[src/rtl/vga_motion_gen.sv]
// vga_motion_gen: moving test-object coordinates for the VGA test path.
// Each axis either wraps or bounces, and positions advance once per prescaled tick.
module vga_motion_gen #(
    parameter int COORD_W  = 16,
    parameter int X_MAX    = 640,
    parameter int Y_MAX    = 480,
    parameter int TICK_DIV = 840000,
    parameter int STEP_W   = 4
) (
    input  logic               clk,
    input  logic               rstN,
    input  logic               enable,
    input  logic               modeX,
    input  logic               modeY,
    input  logic [STEP_W-1:0]  stepX,
    input  logic [STEP_W-1:0]  stepY,
    input  logic               load,
    input  logic [COORD_W-1:0] loadX,
    input  logic [COORD_W-1:0] loadY,
    output logic [COORD_W-1:0] posX,
    output logic [COORD_W-1:0] posY,
    output logic               dirX,
    output logic               dirY,
    output logic               tick,
    output logic               edgeX,
    output logic               edgeY
);
    localparam int PW = $clog2(TICK_DIV);
    localparam logic [PW-1:0]      PRE_LAST = PW'(TICK_DIV - 1);
    localparam logic [COORD_W-1:0] X_TOP    = COORD_W'(X_MAX - 1);
    localparam logic [COORD_W-1:0] Y_TOP    = COORD_W'(Y_MAX - 1);
    localparam logic [COORD_W:0]   X_LIM    = (COORD_W+1)'(X_MAX);
    localparam logic [COORD_W:0]   Y_LIM    = (COORD_W+1)'(Y_MAX);
    localparam logic [COORD_W:0]   X_END    = (COORD_W+1)'(X_MAX - 1);
    localparam logic [COORD_W:0]   Y_END    = (COORD_W+1)'(Y_MAX - 1);

    // Returns {next_pos, next_dir, edge_hit} for one axis.
    function automatic logic [COORD_W+1:0] axis_next(
        input logic [COORD_W-1:0] pos,
        input logic [STEP_W-1:0]  step,
        input logic               mode,
        input logic               dir,
        input logic [COORD_W:0]   lim,
        input logic [COORD_W:0]   top
    );
        logic [COORD_W:0] p, st, s;
        p  = {1'b0, pos};
        st = (COORD_W+1)'(step);
        s  = p + st;
        if (step == '0)
            axis_next = {pos, dir, 1'b0};
        else if (!mode)
            axis_next = (s >= lim) ? {COORD_W'(s - lim), dir, 1'b1} : {COORD_W'(s), dir, 1'b0};
        else if (!dir)
            axis_next = (s >= top) ? {COORD_W'((top << 1) - s), 2'b11} : {COORD_W'(s), 2'b00};
        else
            axis_next = (p <= st) ? {COORD_W'(st - p), 2'b01} : {COORD_W'(p - st), 2'b10};
    endfunction

    logic [PW-1:0]      pre;
    logic               fire;
    logic [COORD_W+1:0] nx, ny;

    assign fire = enable && pre == PRE_LAST;
    assign nx   = axis_next(posX, stepX, modeX, dirX, X_LIM, X_END);
    assign ny   = axis_next(posY, stepY, modeY, dirY, Y_LIM, Y_END);

    always_ff @(posedge clk or negedge rstN) begin
        if (!rstN) begin
            pre   <= '0;
            posX  <= '0;
            posY  <= '0;
            dirX  <= 1'b0;
            dirY  <= 1'b0;
            tick  <= 1'b0;
            edgeX <= 1'b0;
            edgeY <= 1'b0;
        end else if (load) begin
            pre   <= '0;
            posX  <= loadX > X_TOP ? X_TOP : loadX;
            posY  <= loadY > Y_TOP ? Y_TOP : loadY;
            dirX  <= 1'b0;
            dirY  <= 1'b0;
            tick  <= 1'b0;
            edgeX <= 1'b0;
            edgeY <= 1'b0;
        end else begin
            pre   <= enable ? (fire ? '0 : pre + PW'(1)) : pre;
            tick  <= fire;
            edgeX <= fire & nx[0];
            edgeY <= fire & ny[0];
            if (fire) begin
                posX <= nx[COORD_W+1:2];
                dirX <= nx[1];
                posY <= ny[COORD_W+1:2];
                dirY <= ny[1];
            end
        end
    end
endmodule

[config.mk]
export PLATFORM = sky130hd
export DESIGN_NAME = vga_motion_gen
export DESIGN_NICKNAME = d
export VERILOG_FILES = /design/src/rtl/vga_motion_gen.sv
export SDC_FILE = /design/constraint.sdc
export NUM_CORES = 1
export LEC_CHECK = 0
export ABC_CLOCK_PERIOD_IN_PS = 9700
export CAP_MARGIN = 20
export CORE_ASPECT_RATIO = 1.25
export CORE_UTILIZATION = 50
export DETAILED_ROUTE_END_ITERATION = 16
export GPL_TIMING_DRIVEN = 0
export PLACE_DENSITY = 0.69
export SKIP_LAST_GASP = 1
export SYNTH_ARGS = -nofsm -noshare
export SYNTH_HDL_FRONTEND = slang
export SYNTH_SLANG_ARGS = --single-unit
[constraint.sdc]
create_clock -name clk -period 9.7 [get_ports clk]
set_input_delay 1.94 -clock clk [delete_from_list [all_inputs] [get_ports clk]]
set_output_delay 1.94 -clock clk [all_outputs]
set_load 0.05 [all_outputs]
# After elaboration in Yosys (flattened, before gate mapping)
# Index checks and enable logic that the tools add are counted.
dict set report totals {
  register_bits 57
  elab_cells 71
  inputBits 46
}
dict set report classes {
  magnitude_cmp 8
  n_addsub 11
  n_eq_ne 3
  mux 28
  n_bitwise 2
  reduce_logical 11
}
# operator n
set op_table {}
lappend op_table {{$mux W18} 12}
lappend op_table {{$mux W16} 6}
lappend op_table {{$mux W20} 3}
lappend op_table {{$add A16 B4 Y17} 2}
lappend op_table {{$ge A17 B10 Y1 const B} 2}
lappend op_table {{$ge A17 B9 Y1 const B} 2}
lappend op_table {{$le A16 B4 Y1} 2}
lappend op_table {{$sub A16 B4 Y16} 2}
lappend op_table {{$sub A4 B16 Y16} 2}
lappend op_table {{$add A20 B1 Y20 const B} 1}
lappend op_table {{$eq A20 B20 Y1 const B} 1}
lappend op_table {{$gt A16 B10 Y1 const B} 1}
lappend op_table {{$gt A16 B9 Y1 const B} 1}
lappend op_table {{$sub A10 B16 Y16 const A} 1}
lappend op_table {{$sub A11 B16 Y16 const A} 1}
lappend op_table {{$sub A16 B10 Y16 const B} 1}
lappend op_table {{$sub A16 B9 Y16 const B} 1}
lappend op_table {{$logic_not A4 Y1} 2}
lappend op_table {{$reduce_bool A2 Y1} 4}
lappend op_table {{$mux W1} 7}
lappend op_table {{$reduce_and A3 Y1} 2}
lappend op_table {{$ne A2 B2 Y1 const B} 2}
lappend op_table {{$reduce_and A2 Y1} 2}
lappend op_table {{$and A1 B1 Y1} 2}
lappend op_table {{$logic_and A1 B1 Y1} 1}

# Logic depth before layout (Yosys ltp)
# Gate-level depths: netlist (run 1).
dict set report logic_depth {
  word_depth 8
  ltp_mapped 15
  depth_no_buf 14
}

# Least setup slack after synthesis (run 1)
# No wires, ideal clock.
dict set report synth_timing {
  kind {input port to flip-flop}
  from {in stepX[0]}
  to {reg posX[8]}
  path_stages 13
  required_time_ns 9.574
  arrival_ns 4.978
  setup_ns 0.126
  slack_ns 4.596
  cell_sequence {ha_1 -> fa_1 -> nor2b_2 -> o211ai_4 -> nor2_1 -> xor2_1 -> inv_1 -> ha_1 -> a2111oi_4 -> o21ai_4 -> nand4_1 -> xnor2_1 -> a221o_1}
}
dict set report synth_between {
  elab_chain_len 8
}
# item line
set synth_rtl {}
lappend synth_rtl {{from (decl)} 15} ;# input logic [STEP_W-1:0] stepX,
lappend synth_rtl {{$add A16 B4 Y17} 49} ;# s = p + st;
lappend synth_rtl {{$sub A11 B16 Y16 or $ge A17 B10 Y1 (tied branches)} 55} ;# axis_next = (s >= top) ? {COORD_W'((top << 1) - s), 2'b11} : {COORD_W'(s), 2'b00};
lappend synth_rtl {{$mux W18} 55}
lappend synth_rtl {{$mux W18} 54} ;# else if (!dir)
lappend synth_rtl {{$mux W18} 52} ;# else if (!mode)
lappend synth_rtl {{$mux W18} 50} ;# if (step == '0)
lappend synth_rtl {{$mux W16} 92} ;# if (fire) begin
lappend synth_rtl {{$mux W16} 78} ;# end else if (load) begin
lappend synth_rtl {{to (signal assigned)} 80} ;# posX <= loadX > X_TOP ? X_TOP : loadX;
lappend synth_rtl {{to (signal assigned)} 93} ;# posX <= nx[COORD_W+1:2];
lappend synth_rtl {{to (decl)} 20} ;# output logic [COORD_W-1:0] posX,
# Several ways; a longest one is shown, not always the timed one. The select of a mux whose other input is x is not followed.
# A chain may end at the register's enable or synchronous reset.

# Final worst setup path (run 1)
dict set report layout_timing {
  from {in stepX[0]}
  to {reg posX[1]}
}
# The elaborated chain is that of the path after synthesis.

==> metrics, run 1 <==
status completed; CP Capture Type register; total global-route track usage 0.3337; Die Span X between 100 and 150 µm; crit path time final around 5800 ps; dominant cells by area after synthesis dfrtp_1 20%, ha_1 6.2%, xnor2_1 5.8%, nor2_1 4.8%, a21oi_1 4.6%; drt via density 6.295; CP max-delay cell xor2_1; achievable frequency about 170 MHz; sequential power share 0.243; period utilization 0.6009; Num CTS Buffers 9; WL/cell 20.16 µm; cell with the most instances after synthesis nor2_1; DRC errors left 0; top cells by count, synth 92 x nor2_1, 76 x nand2_1, 67 x a21oi_1; setup repair after global routing missed its margin no; internal power 634.3 µW; io pins 83; maxcap violations 0; post_cts resized 0; worst r2r path cells 12; Main synth FF type dfrtp_1; area leader, netlist dfrtp_1; hold_ws 555.2 ps; layout cell share with drive strength beyond 1 0.07977; FF+latch count, synth 57; clk root buf clkbuf_16; CTS Hold Bufs 0; Initial DRC Count roughly 640; register area share after synthesis 0.1972; switching share of power 0.3697; Syn Area/Cell between 7 and 8 µm²; syn nets 1017; clk_lat worst skew 340 ps; clk_skew 5.142 ps; number of routed nets with antenna violations 0; placement row count 48; Async SR Flop Fraction 1.000; count of pins over their slew limit 0; setup TNS 0 ps; synth warn 0; cell area after synthesis 7232 µm²; Worst Setup Start Kind input port; diodes inserted 0; Post-synth EDFFs 0; worst min path class reg -> reg; DR vias 7573; VDD IR max about 0.10 mV; I/O Buffers 82; Cell Chain, Critical Path clkdlybuf4s50_1, ha_1, fa_1, nor2b_2, o211ai_4, nor2_1, xor2_1, inv_1, ha_1, a2111oi_4, o21ai_4, a2111oi_0, or2_1; vias in the first global route 7288; area grow syn2layout 19.07%; Detail Placement HPWL 18610 µm; worst reg-to-reg setup slack 5580 ps; Yosys top cell area share 0.1972; Die Height 136.5 µm; Nets 1111; largest net degree at the start of global routing 58; final wirelength 24250 µm; Hold Path Cell Cnt 1; crit-path most repeated cell ha_1; crit path kind in -> reg; Power Density 116.9 nW/µm²; clock transition at the registers of the reported paths 60 ps; crit-path max cell delay 560 ps; CTS sink cnt 57; H-tree depth 3; Starting Density 0.5168; final hold vios 0; Core Area approximately 14000 µm²; Slew @ Worst Pin 916.3 ps; WP data required 9980 ps; Max-slew headroom 0.3841; Final setup viols 0; CTS tree built; Clk pwr share 0.361; clk buf depth 2; gpl congestion 0.9610; Pre-antenna DRT Iters 5; unique cell type count in the Yosys netlist 103; initial antenna violation count 0; Leak Pwr 3.352 nW; Syn Inst Count just over 900; Logic pwr share 0.396; grt total ovfl 0; postcts setup bufs 0; Psw 371.9 µW; first-pass GRT wire length ~38000 µm; CP Max Fanout 10; die area around 15000 µm²; Arr. time, crit path 6110 ps
-- power by group through the flow --
stage	combinational, mW	clock (mW)	sequential [mW]
2_1_floorplan	0.271	0	0.258
3_3_place_gp	0.387	0	0.249
3_5_place_dp	0.386	0	0.249
4_1_cts	0.391	0.365	0.244
5_1_grt	0.430	0.375	0.245
6_report	0.399	0.363	0.244
-- cell usage in the layout (no fill, tap or decap), types with 15 or more instances in the layout --
cell type	n
nor2_1	92
dfrtp_1	57
nand3_1	36
ha_1	36
xor2_1	31
clkdlybuf4s50_1	81
inv_1	46
nand4_1	16
clkbuf_1	25
o21ai_0	37
o21ai_1	21
xnor2_1	48
nor3_1	32
a21oi_1	67
o211ai_1	15
nand2_1	76
-- metrics by stage --
step,worst slack [ps],utilization,std cells,area [µm²],power (mW)
final,3871,0.6153,1203,8611,1.006
after detailed placement,3574,0.5916,1187,8279,0.6352
after CTS,3876,0.6153,1203,8611,1.001
after floorplan,4596,-,929,7232,0.5284
after global routing,3624,0.6153,1203,8611,1.050
after global placement,3582,0.5911,1186,8272,0.6360
-- final cells by class --
class                           count  area, µm²
Buffer                             44      214.0
Clock buffer                       12      256.5
Clock inverter                      4      75.07
Fill cell                        1305       5383
Inverter                           48      180.2
Multi-Input combinational cell    780       5418
Sequential cell                    57       1426
Tap cell                          175      219.0
Timing Repair Buffer               83      822.0
-- flip-flops by register name (all words and copies together), names as in the netlist --
name	count
tick	1
dirY	1
pre	20
dirX	1
posY	16
posX	16
edgeX	1
edgeY	1
-- critical path, delay by kind of cell --
family / cells / cell delay, ps
xor+xnor: 1 / 560
simple gates: 3 / 500
compound gates: 4 / 1340
fa+ha+maj: 3 / 1060
buf+inv: 2 / 690
-- per-layer routing --
layer,vias to the layer above,share of wire,routed length (µm),GRT usage
li1,3592,-,-,-
met1,3527,0.39,9422,0.3768
met2,363,0.50,12060,0.5832
met3,91,0.057,1391,0.04602
met4,0,0.057,1370,0.2111
met5,-,0,0,0
-- logic make-up after synthesis --
family / synth area share
and+or+nand+nor: 0.2699
AOI/OAI and AO/OA: 0.2661
buffers and inverters: 0.05450
xor gates and xnor gates: 0.1078
DFF: 0.1972
adders and majority gates: 0.07889
muxes: 0.02560
-- path summary, 6_finish.rpt --
check,startpoint,to
worst max-delay path,stepX[0],posX[1]
worst min-delay path,pre[1],pre[1]
worst max register to register,posX[0],posX[1]
worst min register to register,pre[1],pre[1]
max in group asynchronous,rstN,posX[13]
min in group asynchronous,rstN,posX[0]
No activity file was read; power rests on OpenSTA's default activity.
==> run 2: changes to the inputs <==
- ABC_CLOCK_PERIOD_IN_PS: 9700 -> 4900
- PLACE_DENSITY: 0.69 -> 0.72
- clock period: 9.7 -> 4.9 ns (I/O delays scaled with it)
==> run 2 against run 1 <==
  * Setup slack worse by 3600 ps
  * Routed wire length decreased by 1.1%
  * Sequential share of layout area hardly changed
  * Critical path type unchanged
  * Core utilization shrank 0.13 points
  * Global-route usage rose by 0.33 points
  * Final area is 0.20% lower
  * Largest power group unchanged
  * Clock power rose by 86%
  * Flip-flop and latch count is the same
  * Die area did not move
  * First-iteration DRC count shrank 5.3%
==> metrics, run 2 (synthesis results as in run 1) <==
clk_lat worst skew 350 ps (about the same); FF-to-FF Start posY[0]; Detail Placement HPWL 18460 µm (-0.80%); drt via density 6.263 (-0.51%); Pre-antenna DRT Iters 7 (+2); post_cts resized 0 (unchanged); switching share of power 0.3832 (+0.01353); sequential power share 0.248 (+0.005); Initial DRC Count 605 (-5.3%); GR Util met3 0.05177 (+0.005753); CTS sink cnt 57 (unchanged); clk buf depth 2 (unchanged); Psw 747.7 µW (+100%); area grow syn2layout 18.82%; postcts setup bufs 0 (unchanged); top flop regs pre (20), posX (16), posY (16); grt total ovfl 0 (unchanged); Max-slew headroom 0.4114 (+0.02731); Leak Pwr 3.350 nW (about the same); Worst Setup Start Kind input port; met1 Usage GRT 0.3941 (+0.01724); Nets 1112 (+0.090%); Critical Path Sink posY[9]; first-pass GRT wire length 37680 µm (about the same); CTS Hold Bufs 0 (unchanged); worst r2r path cells 12 (unchanged); Die Height 136.5 µm (unchanged); clock transition at the registers of the reported paths 50 ps (about the same); CTS tree built; hold_ws 542.6 ps (-12.63 ps); Die Span X 109.6 µm (unchanged); io pins 83 (unchanged); I/O Buffers 82 (unchanged); largest net degree at the start of global routing 58 (unchanged); H-tree depth 3 (unchanged); worst min path class reg -> reg; initial antenna violation count 0 (unchanged); status completed; crit path kind in -> reg; Final setup viols 0 (unchanged); achievable frequency 214.3 MHz; number of routed nets with antenna violations 0 (unchanged); DRC errors left 0 (unchanged); period utilization 0.9524; met2 Usage GRT 0.5664 (-0.01677); Slew @ Worst Pin 877.0 ps (-39.27 ps); area occupied by multi-input gates 5419 µm² (about the same); CP Max Fanout 6 (-4); internal power 1.204 mW (+90%); Num CTS Buffers 9 (unchanged); CP startpoint stepY[0]; most common cell after layout, fill and taps aside nor2_1; count of pins over their slew limit 0 (unchanged); RR Endpoint posY[9]; grt peak-use layer met2; CP Capture Type register; WP data required 5110 ps (-4870 ps); layout cell share with drive strength beyond 1 0.08066 (+0.0008943); crit path time final between 4000 and 5000 ps; total global-route track usage 0.3370 (+0.003319); WL/cell 19.91 µm (-1.2%); clk root buf clkbuf_16; placement row count 48 (unchanged); Power Density 227.1 nW/µm² (+94%); DR vias 7541 (-0.42%); worst reg-to-reg setup slack 970 ps (-4610 ps); Arr. time, crit path 4870 ps (-1240 ps); vias in the first global route 7201 (-1.2%); maxcap violations 0 (unchanged); max FFs per register 20 (unchanged); largest reg by FF count pre; setup repair after global routing missed its margin no; Seq. cell area 1426 µm² (unchanged); gpl congestion 0.9862 (+2.6%); most frequent cells in the layout 92 x nor2_1, 81 x clkdlybuf4s50_1, 76 x nand2_1; Core Area 13990 µm² (unchanged); clk_skew 10.97 ps (+5.828 ps); total chip power 1.951 mW (+94%); VDD IR max 0.1472 mV (+42%); setup TNS 0 ps (unchanged); final wirelength 23970 µm (-1.1%); Clk pwr share 0.347 (-0.014); diodes inserted 0 (unchanged); Logic pwr share 0.405 (+0.009); FILL cells 1339 (+2.6%); Starting Density 0.5168 (unchanged); final hold vios 0 (unchanged); die area 14950 µm² (unchanged)
-- run 2: power by group through the flow --
stage / clock [mW] / combinational [mW] / sequential [mW]
final: 0.676 / 0.791 / 0.484
after detailed placement: 0 / 0.772 / 0.492
after global placement: 0 / 0.772 / 0.493
after global routing: 0.703 / 0.854 / 0.485
after floorplan: 0 / 0.536 / 0.510
after CTS: 0.681 / 0.778 / 0.484
-- run 2: routing by layer --
| metal | wire length, µm | part of all wire |
|---|---|---|
| met2 | 11550 | 0.48 |
| met5 | 0 | 0 |
| met1 | 9506 | 0.40 |
| met3 | 1451 | 0.061 |
| met4 | 1470 | 0.061 |
-- run 2: how the worst min path moves through the flow --
stage	endpoint	slack (ps)	cells after the start	from
finish	pre[0]	540	1	pre[0]
global route	pre[14]	590	1	pre[14]
CTS	pre[1]	540	1	pre[1]
detailed placement	pre[1]	530	1	pre[1]
global placement	pre[0]	530	1	pre[0]
floorplan	pre[19]	500	2	pre[19]
-- run 2: through the flow --
stage               std cells  area [µm²]  utilization  setup WS, ps
CTS                      1203        8582       0.6133         111.8
global route             1204        8593       0.6141         48.44
global placement         1186        8272       0.5911        -193.2
finish                   1204        8593       0.6141         233.3
detailed placement       1187        8274       0.5913        -187.9
floorplan                 929        7232            -         756.4
-- run 2: cell type report --
class,instances,share of cell area
Buffer,44,0.02490
Clock buffer,12,0.02985
Clock inverter,4,0.005970
Inverter,48,0.02097
Multi-Input combinational cell,780,0.6306
Sequential cell,57,0.1660
Tap cell,175,0.02548
Timing Repair Buffer,84,0.09624
-- run 2: worst max-delay path: stages --
cell             delay [ps]
clkdlybuf4s50_1         480
ha_1                    260
fa_1                    420
and2b_1                 240
o2111ai_1               300
xnor2_1                 330
inv_1                   200
ha_1                    330
a21o_4                  260
nor2_2                  280
nand2_1                 300
a311oi_1                370
a211oi_1                120
